$ cat config.mk
export PLATFORM = sky130hd
export DESIGN_NAME = arcsinus
export DESIGN_NICKNAME = d
export VERILOG_FILES = /design/src/rtl/hesap_pkg.sv /design/src/rtl/cordic_sin.sv /design/src/rtl/arcsinus.sv
export SDC_FILE = /design/constraint.sdc
export NUM_CORES = 1
export LEC_CHECK = 0
export CAP_MARGIN = 20
export CELL_PAD_IN_SITES_DETAIL_PLACEMENT = 0
export CELL_PAD_IN_SITES_GLOBAL_PLACEMENT = 1
export CORE_UTILIZATION = 51
export DETAILED_ROUTE_END_ITERATION = 16
export GPL_TIMING_DRIVEN = 0
export PLACE_DENSITY_LB_ADDON = 0.1
export SYNTH_ARGS = -nofsm -noshare
export SYNTH_HDL_FRONTEND = slang
export SYNTH_SLANG_ARGS = --single-unit
export TNS_END_PERCENT = 5
$ cat constraint.sdc
create_clock -name clk -period 16.4 [get_ports clk]
set_input_delay 2.46 -clock clk [delete_from_list [all_inputs] [get_ports clk]]
set_output_delay 2.46 -clock clk [all_outputs]
set_load 0.05 [all_outputs]
$ cat src/rtl/hesap_pkg.sv
// Shared constants for the calculator's trig units: fixed-point constants,
// CORDIC arctangent table and the arcsine sequencer states.
package hesap_pkg;

  localparam logic [31:0] PI_2       = 32'h0001_9220;
  localparam logic [63:0] ONE_Q32_32 = 64'h0000_0001_0000_0000;
  localparam logic [33:0] K_Q3_30    = 34'h0_26DD_3B6A;

  typedef enum logic [2:0] {IDLE, CHECK, LAUNCH, RUN, CMP, DONE} state_t;

  // atan(2^-i) in Q3.30, truncated
  function automatic logic [33:0] atan_q330(input logic [4:0] i);
    logic [33:0] v;
    v = '0;
    case (i)
      5'd0:  v = 34'h0_3243_F6A8;
      5'd1:  v = 34'h0_1DAC_6705;
      5'd2:  v = 34'h0_0FAD_BAFC;
      5'd3:  v = 34'h0_07F5_6EA6;
      5'd4:  v = 34'h0_03FE_AB76;
      5'd5:  v = 34'h0_01FF_D55B;
      5'd6:  v = 34'h0_00FF_FAAA;
      5'd7:  v = 34'h0_007F_FF55;
      5'd8:  v = 34'h0_003F_FFEA;
      5'd9:  v = 34'h0_001F_FFFD;
      5'd10: v = 34'h0_000F_FFFF;
      5'd11: v = 34'h0_0007_FFFF;
      5'd12: v = 34'h0_0003_FFFF;
      5'd13: v = 34'h0_0001_FFFF;
      5'd14: v = 34'h0_0000_FFFF;
      5'd15: v = 34'h0_0000_7FFF;
      5'd16: v = 34'h0_0000_3FFF;
      5'd17: v = 34'h0_0000_1FFF;
      5'd18: v = 34'h0_0000_0FFF;
      5'd19: v = 34'h0_0000_07FF;
      5'd20: v = 34'h0_0000_03FF;
      5'd21: v = 34'h0_0000_01FF;
      5'd22: v = 34'h0_0000_00FF;
      5'd23: v = 34'h0_0000_007F;
      default: v = '0;
    endcase
    return v;
  endfunction

endpackage

$ cat src/rtl/cordic_sin.sv
// Iterative rotation-mode CORDIC sine, Q3.30; result valid ITER cycles after start.
// No backpressure: start restarts the rotation, sin_out holds once busy drops.
module cordic_sin import hesap_pkg::*; #(
  parameter int ITER = 24,
  parameter int IW   = 34
) (
  input  logic          clk,
  input  logic          rst_n,
  input  logic          start,
  input  logic [IW-1:0] angle,
  output logic          busy,
  output logic [IW-1:0] sin_out
);

  localparam int CW = $clog2(ITER + 1);

  logic signed [IW-1:0] r_x, r_y, r_z;
  logic [CW-1:0]        r_i;
  logic signed [IW-1:0] w_xs, w_ys, w_atan;
  logic                 w_ccw;

  assign w_xs    = r_x >>> r_i;
  assign w_ys    = r_y >>> r_i;
  assign w_atan  = IW'(atan_q330(5'(r_i)));
  assign w_ccw   = ~r_z[IW-1];
  assign sin_out = r_y;

  always_ff @(posedge clk) begin
    if (!rst_n) begin
      r_x  <= '0;
      r_y  <= '0;
      r_z  <= '0;
      r_i  <= '0;
      busy <= 1'b0;
    end else if (start) begin
      r_x  <= IW'(K_Q3_30);
      r_y  <= '0;
      r_z  <= angle;
      r_i  <= '0;
      busy <= 1'b1;
    end else if (busy) begin
      // rotate toward z == 0; x starts at K so no gain fix-up is needed
      if (w_ccw) begin
        r_x <= r_x - w_ys;
        r_y <= r_y + w_xs;
        r_z <= r_z - w_atan;
      end else begin
        r_x <= r_x + w_ys;
        r_y <= r_y - w_xs;
        r_z <= r_z + w_atan;
      end
      r_i <= r_i + CW'(1);
      if (r_i == CW'(ITER - 1)) busy <= 1'b0;
    end
  end

endmodule

$ cat src/rtl/arcsinus.sv
// asin of a Q32.32 operand as Q16.16 radians by 17-step bisection over a CORDIC sine.
// Fixed latency (444 cycles, 2 for |x|>=1); one op at a time, basla ignored while hazir=0.
module arcsinus import hesap_pkg::*; #(
  parameter int ITER = 24,
  parameter int IW   = 34
) (
  input  logic        clk,
  input  logic        rst_n,
  input  logic        basla,
  input  logic [63:0] sayi1,
  output logic        hazir,
  output logic        gecerli,
  output logic [31:0] sonuc,
  output logic        tasma
);

  localparam int CW = $clog2(ITER + 1);

  state_t        r_state;
  logic [63:0]   r_x;
  logic          r_s;
  logic          r_err;
  logic [31:0]   r_tgt;
  logic [16:0]   r_a;
  logic [4:0]    r_k;
  logic [CW-1:0] r_cnt;
  logic          r_rej;

  logic [63:0]   w_mag;
  logic [16:0]   w_t;
  logic          w_t_ok;
  logic          w_start;
  logic          w_busy;
  logic [IW-1:0] w_angle, w_sin, w_tgt;

  assign w_mag   = r_x[63] ? -r_x : r_x;
  assign w_t     = r_a | (17'd1 << r_k);
  assign w_t_ok  = {15'd0, w_t} <= PI_2;
  assign w_start = (r_state == LAUNCH) && w_t_ok;
  assign w_angle = IW'({w_t, 14'd0});
  assign w_tgt   = IW'(r_tgt);

  cordic_sin #(.ITER(ITER), .IW(IW)) u_sin (
    .clk     (clk),
    .rst_n   (rst_n),
    .start   (w_start),
    .angle   (w_angle),
    .busy    (w_busy),
    .sin_out (w_sin)
  );

  always_ff @(posedge clk) begin
    if (!rst_n) begin
      r_state <= IDLE;
      hazir   <= 1'b1;
      gecerli <= 1'b0;
      sonuc   <= '0;
      tasma   <= 1'b0;
      r_x     <= '0;
      r_s     <= 1'b0;
      r_err   <= 1'b0;
      r_tgt   <= '0;
      r_a     <= '0;
      r_k     <= '0;
      r_cnt   <= '0;
      r_rej   <= 1'b0;
    end else begin
      gecerli <= 1'b0;
      case (r_state)
        IDLE: if (basla) begin
          r_x     <= sayi1;
          hazir   <= 1'b0;
          r_state <= CHECK;
        end
        CHECK: begin
          // the most-negative operand negates to itself and lands in the error branch
          r_s   <= r_x[63];
          r_tgt <= w_mag[33:2];
          r_err <= 1'b0;
          if (w_mag > ONE_Q32_32) begin
            r_a     <= '0;
            r_err   <= 1'b1;
            r_state <= DONE;
          end else if (w_mag == ONE_Q32_32) begin
            r_a     <= PI_2[16:0];
            r_state <= DONE;
          end else begin
            r_a     <= '0;
            r_k     <= 5'd16;
            r_state <= LAUNCH;
          end
        end
        LAUNCH: begin
          r_rej   <= ~w_t_ok;
          r_cnt   <= '0;
          r_state <= RUN;
        end
        RUN: begin
          r_cnt <= r_cnt + CW'(1);
          if (r_cnt == CW'(ITER - 1)) r_state <= CMP;
        end
        CMP: begin
          if (!r_rej && !w_busy && ($signed(w_sin) <= $signed(w_tgt))) r_a <= w_t;
          if (r_k == 5'd0) begin
            r_state <= DONE;
          end else begin
            r_k     <= r_k - 5'd1;
            r_state <= LAUNCH;
          end
        end
        DONE: begin
          sonuc   <= r_s ? -{15'd0, r_a} : {15'd0, r_a};
          tasma   <= r_err;
          gecerli <= 1'b1;
          hazir   <= 1'b1;
          r_state <= IDLE;
        end
        default: r_state <= IDLE;
      endcase
    end
  end

endmodule
## Yosys cells after proc, flatten, opt, wreduce, memory -nomap -nowiden

Memory sizes are Yosys's and may differ from the RTL's. A register that Yosys moved wholly into a read port is not among the register bits.
Cells that the tools add are included.

| cells by class | value |
|---|---|
| add/subtract/negate cells | 11 |
| magnitude comparators | 3 |
| eq/ne operators | 14 |
| shift-type cells | 3 |
| multiplexer cells | 33 |
| bitwise gates (word level) | 3 |
| reduce and logical (&&, ||, !) cells | 17 |

Operator list:

| operator | number |
|---|---|
| $add 34x34->34 | 3 |
| $mux 34 | 3 |
| $sub 34x34->34 | 3 |
| $sshr 34x5->34 | 2 |
| $eq 64x33->1 const B | 1 |
| $gt 64x33->1 const B | 1 |
| $mux 64 | 1 |
| $neg 64->64 | 1 |
| $mux 31 | 2 |
| $mux 30 | 2 |
| $mux 17 | 3 |
| $le 34x33->1 | 1 |
| $pmux 17 s2 | 1 |
| $mux 32 | 1 |
| $neg 17->32 | 1 |
| $mux 5 | 5 |
| $pmux 5 s2 | 2 |
| $le 17x17->1 const B | 1 |
| $or 17x17->17 | 1 |
| $shl 1x5->17 const A | 1 |
| $mux 3 | 5 |
| $pmux 3 s5 | 1 |
| $ne 2x2->1 const B | 6 |
| $add 5x1->5 const B | 2 |
| other kinds (16) | 34 |

| word-level totals | value |
|---|---|
| bits in registers | 272 |
| memory bits (read-only) | 960 |
| bits of input ports | 67 |
| output and inout port bits | 35 |
| memories kept | 1 |

Memory list:

| memory | words | bits a word | read ports | clocked after Yosys merged registers in | write ports | RTL line | text |
|---|---|---|---|---|---|---|---|
| (name not given) | 32 | 30 | 1 | 1 | 0 | hesap_pkg.sv:15 | `case (i)` |

## Depth between registers and ports, before layout

| depth | value |
|---|---|
| depth after elaboration | 6 |
| gate-level depth with buffers | 30 |
| gate-level depth less buffers | 25 |

## Hierarchy

From an unflattened synthesis, not the netlist that was laid out.

| second synthesis, totals | value |
|---|---|
| cell total of the unflattened synthesis | 3,392 |
| area total of the unflattened synthesis | 26,748.2 sq um |

Modules (own cells, without submodules):

| module | times used | cells an instance | area an instance (sq um) | sequential area each (sq um) |
|---|---|---|---|---|
| cordic_sin | 1 | 2,137 | 17,261.6 | 2,762.6 |
| arcsinus | 1 | 1,255 | 9,486.6 | 3,283.1 |

## Worst setup path after synthesis

No wires, ideal clock.

| path | value |
|---|---|
| kind | register to register |
| start | register u_sin.r_i[0] |
| end | register u_sin.r_y[28], in the netlist u_sin.sin_out[28] |
| setup time | 116 ps |
| arrival | 6,003 ps |
| required time | 16,284 ps |
| setup slack | 10,281 ps |
| cell stages (with the launch flop) | 25 |
| path through | dfxtp_1 > buf_4 > buf_4 > buf_6 > clkbuf_1 > mux4_2 > a22o_1 > nor3_1 > ha_1 > inv_1 > or4bb_1 > nor4_1 > a31oi_1 > xor2_1 > ha_1 > a21o_1 > a21o_1 > a2111oi_0 > a21oi_1 > o32a_1 > a41oi_1 > nor2b_1 > xor2_1 > nor2_1 > a31o_2 |

| between the ends | value |
|---|---|
| word-level cells in the longest chain between the ends | 3 |
| elaborated cells between the ends (all ways) | 4 |
| classes of those cells | 2 x add/sub; 1 x shift; 1 x mux |

RTL lines:

| what | RTL line | text |
|---|---|---|
| from (decl) | cordic_sin.sv:18 | `logic [CW-1:0] r_i;` |
| from (signal assigned) | cordic_sin.sv:52 | `r_i <= r_i + CW'(1);` |
| $sshr 34x5->34 * | cordic_sin.sv:22 | `assign w_xs = r_x >>> r_i;` |
| $add 34x34->34 / $sub 34x34->34 (equally long branches) | cordic_sin.sv:45, cordic_sin.sv:49 |  |
| $mux 34 * | cordic_sin.sv:43 | `if (w_ccw) begin` |
| to (signal assigned) | cordic_sin.sv:45 | `r_y <= r_y + w_xs;` |
| to (signal assigned) | cordic_sin.sv:49 | `r_y <= r_y - w_xs;` |
| to (decl) | cordic_sin.sv:17 | `logic signed [IW-1:0] r_x, r_y, r_z;` |

Mark *: on every way between the ends. The rest lies on a longest branch, timed or not.
A chain may end at the register's enable or synchronous reset.

## Worst setup path in the final report

| path | value |
|---|---|
| start | register u_sin.r_i[4] |
| end | register u_sin.r_x[33] |

| between the ends | value |
|---|---|
| word-level cells in the longest chain between the ends | 3 |
| elaborated cells between the ends (all ways) | 4 |
| classes of those cells | 2 x add/sub; 1 x shift; 1 x mux |

RTL lines:

| what | RTL line | text |
|---|---|---|
| $sshr 34x5->34 * | cordic_sin.sv:23 | `assign w_ys = r_y >>> r_i;` |
| $sub 34x34->34 / $add 34x34->34 (equally long branches) | cordic_sin.sv:44, cordic_sin.sv:48 |  |
| $mux 34 * | cordic_sin.sv:43 |  |
| to (signal assigned) | cordic_sin.sv:36 | `r_x <= IW'(K_Q3_30);` |
| to (signal assigned) | cordic_sin.sv:44 | `r_x <= r_x - w_ys;` |
| to (signal assigned) | cordic_sin.sv:48 | `r_x <= r_x + w_ys;` |
| to (decl) | cordic_sin.sv:17 |  |

Marked as above.

==> metrics.log <==
INFO  metric synth.yosys.seq_area_share = 0.232
INFO  metric mappedNetlistNets = 3482
INFO  metric port_buffers = 100
INFO  metric fin_worst_skew = 24.5 ps
INFO  metric place_congestion = 1.19
INFO  metric r2r_start = u_sin.r_i[4]$_SDFFE_PP0P_
INFO  metric timing.critical_path.required = about 17000 ps
INFO  metric syn_area = 26000 sq um
INFO  metric die_area = 51900 sq um
INFO  metric wire_length_of_the_first_global_routing_pass = 157000 um
INFO  metric detail_route.iter0.violations = about 3300
INFO  metric fin_crit = 10110 ps
INFO  metric maxSlewViolCount = 0
INFO  metric post_layout_utilization_of_the_core = 0.581
INFO  metric run_status = finished, final reports clean
INFO  metric grt_max_degree = 14
INFO  metric synth.lib_cells_used.distinct = 100
INFO  metric cts.sink_count = between 300 and 400
INFO  metric syn_inst = 3260
INFO  metric die_h = 228 um
INFO  metric grt_antenna_before_repair = 1
INFO  metric worstSetupEndpointType = flip-flop
INFO  metric final_net_count = roughly 3600
INFO  metric max-vdd-ir-drop = 85.3 uV
INFO  metric cts_made_buffers = 38
INFO  metric core_area = 50300 sq um
INFO  metric post_detailed_route_drc_marker_count = 0
INFO  metric syn_avg_cell_area = roughly 8 sq um
INFO  metric setup.worst_path.start_class = flip-flop
INFO  metric synthFlopType = dfxtp_1
INFO  metric clockBufferDepth = 3
INFO  metric min_period_over_period = 0.617
INFO  metric routedWlPerCell = 25.2 um
INFO  metric route.antenna.remaining_nets = 0
INFO  metric dieWidth = 228 um
INFO  metric cts_hold_buf = 0
INFO  metric critPathArrivalTime = 10600 ps
INFO  metric critical_path_peak_fanout = 10
INFO  metric layout-drive-gt1-share = 0.0806
INFO  metric area_growth_syn_to_layout = 12.3%
INFO  metric fmax = 98.9 MHz
INFO  metric synth_seq_cells = 302
INFO  metric timing.max_cap.violations = 0
INFO  metric boundaryPins = 102
INFO  metric worst_min_delay_path_endpoint = sonuc[30]$_SDFFE_PN0P_
INFO  metric path_clk_slew = 60 ps
INFO  metric finalSetupViolations = 0
INFO  metric max-slew-margin-rel = 0.188
INFO  metric cts_tree = yes
INFO  metric worstRegToRegCells = 26
INFO  metric worstHoldPathCells = 1
INFO  metric dr_total_vias = 27400
INFO  metric initial_core_util = 0.517
INFO  metric tightest_slew = 1220 ps
INFO  metric combined_global_route_utilization_of_all_metal_layers = 0.388
INFO  metric dpl.hpwl = 80900 um
INFO  metric worst-setup-path-type = reg -> reg
INFO  metric cts_setup_buffers = 0
INFO  metric cts_root_buf = clkbuf_16
INFO  metric detail_route.wirelength = 104000 um
INFO  metric yosys_warnings = 0
INFO  metric grt_setup_unrepaired = no
INFO  metric power.static_leakage = roughly 12 nW
INFO  metric firstDrtPassIters = 9
INFO  metric min-delay-path-class = reg -> reg
INFO  metric setup.reg_to_reg.worst_slack = 6290 ps
INFO  metric ys_async_sr_fraction = 0
INFO  metric worstSkewPairLatency = between 500 and 600 ps
INFO  metric timing.hold.worst.start = sonuc[30]$_SDFFE_PN0P_
INFO  metric stdcell_area = 29200 sq um
INFO  metric powerDensity = slightly above 80 nW/um^2
INFO  metric htree_num_levels = 2
INFO  metric global_route.overflow_total = 0
INFO  metric crit-reg2reg-capture = u_sin.r_x[33]$_SDFFE_PP0P_
INFO  metric floorplan.rows = 82
INFO  metric fin_tns_setup = 0 ps
INFO  metric post_drt_via_cell_ratio = 6.66
INFO  metric timing.final.hold_violations = 0
INFO  metric postCtsResizedCells = 0
INFO  metric dpl_cell_area = 27900 sq um
INFO  metric grt_pass1_vias = 26000
INFO  metric count_of_flip_flops_with_a_built_in_enable_after_synthesis = 0
==> routing by layer <==
metal	up-vias	global-route usage	routed length, um
met1	13000	0.503	42000
met2	1633	0.571	43100
li1	12300	-	-
met3	414	0.120	12200
met4	2	0.214	6300
met5	-	0	13
==> critical path: stages, from the launching register on <==
cell,delay [ps]
dfxtp_1,520
clkbuf_1,590
buf_1,690
clkbuf_1,830
buf_1,660
clkbuf_1,710
buf_1,740
nor3_1,150
a21oi_1,290
ha_1,260
inv_1,90
nor4_2,830
and2_1,270
o32a_1,150
o21ai_0,140
ha_1,400
nand4_1,170
or2_2,320
or4_1,480
a211oi_1,300
a211oi_1,170
o21ai_0,320
a221oi_1,200
o21a_1,240
a211oi_1,300
o21ai_1,100
o31ai_1,70
==> cells in the final DEF (no fill, tap or decap), types with 23 or more instances in the layout <==
cell             count
nor2_1             334
a21oi_1            320
nand3_1             43
or4_1               24
nor3_1              61
nand4_1             37
dfxtp_1            302
clkbuf_16           38
a211oi_1            79
o31ai_1             23
mux2_2              30
clkbuf_1           140
nor4_1              29
ha_1               152
mux4_2              84
o21ai_0            142
buf_1               28
nor2b_1             40
mux2i_1            118
inv_1              104
a31oi_1             38
nand2b_1            30
xnor2_1            109
a21o_1              79
xor2_1             108
nand2_1            368
o21a_1              36
clkdlybuf4s50_1    100
==> synthesized netlist by cell type, types with 36 or more instances <==
library cell  instances  share of area
nand2_1             368          0.053
nor2_1              334          0.048
a21oi_1             320          0.062
dfxtp_1             302           0.23
ha_1                152          0.073
o21ai_0             142          0.027
clkbuf_1            136          0.020
mux2i_1             118          0.045
xnor2_1             109          0.037
xor2_1              108          0.036
inv_1               104          0.015
mux4_2               84          0.073
a211oi_1             79          0.023
a21o_1               79          0.023
nor3_1               61          0.012
nand3_1              43         0.0083
nor2b_1              40         0.0096
a31oi_1              38         0.0091
nand4_1              37         0.0089
o21a_1               36          0.010
==> report_power, final <==
group | switching (W) | total [W] | internal, W | leakage [nW]
Clock | 0.000366 | 0.000875 | 0.000508 | 0.615
Combinational | 0.000426 | 0.000724 | 0.000297 | 8.54
Sequential | 0.0000379 | 0.000808 | 0.000771 | 2.45
==> layout make-up <==
type                       count  area, sq um
antenna                        1         2.50
buffer                       196          832
clock buffer                  49         1060
clock inverter                18          214
fill                        4663        21100
inverter                     109          409
multi-input combinational   2653        18700
sequential                   302         6050
tap                          672          841
timing repair buffer         110         1090
==> stage by stage <==
stage	setup WS (ps)	hold slack, ps	power [W]	cells
after floorplan	10280	443	0.00135	3260
after global placement	6700	435	0.00151	4032
after detailed placement	6970	440	0.00153	4038
after CTS	6920	455	0.00240	4105
after global routing	6290	471	0.00252	4109
final	6290	450	0.00241	4110
==> sequential cells by signal, summed over array words and instances, names as in the netlist <==
signal / cells
tasma: 1
r_x: 64
u_sin.r_x: 34
r_k: 5
r_a: 17
r_cnt: 5
u_sin.w_atan: 30
u_sin.busy: 1
r_s: 1
r_rej: 1
r_state: 3
sonuc: 32
r_err: 1
u_sin.r_i: 5
r_tgt: 32
hazir: 1
gecerli: 1
u_sin.r_z: 34
u_sin.sin_out: 34
==> worst max-delay path by stage <==
stage	startpoint	end	slack [ps]	cells after the start
floorplan	u_sin.r_i[0]$_SDFFE_PP0P_	u_sin.sin_out[28]$_SDFFE_PP0P_	10280	24
global route	u_sin.r_i[4]$_SDFFE_PP0P_	u_sin.r_x[33]$_SDFFE_PP0P_	6290	26
global placement	u_sin.r_i[4]$_SDFFE_PP0P_	u_sin.r_x[33]$_SDFFE_PP0P_	6700	26
detailed placement	u_sin.r_i[4]$_SDFFE_PP0P_	u_sin.r_x[33]$_SDFFE_PP0P_	6970	26
finish	u_sin.r_i[4]$_SDFFE_PP0P_	u_sin.r_x[33]$_SDFFE_PP0P_	6290	26
CTS	u_sin.r_i[4]$_SDFFE_PP0P_	u_sin.r_x[33]$_SDFFE_PP0P_	6920	26
==> logic make-up (layout without fill, tap and decap cells) <==
family,count (synthesis),in the layout,synth area share
DFF,302,302,0.232
and+or+nand+nor,1098,1098,0.199
adders and majority gates,155,155,0.0754
muxes,233,233,0.132
xor gates and xnor gates,218,218,0.0739
other,0,1,0
AOI/OAI and AO/OA,949,949,0.240
buffers and inverters,305,482,0.0477
Power figures use the tool's default switching activity.
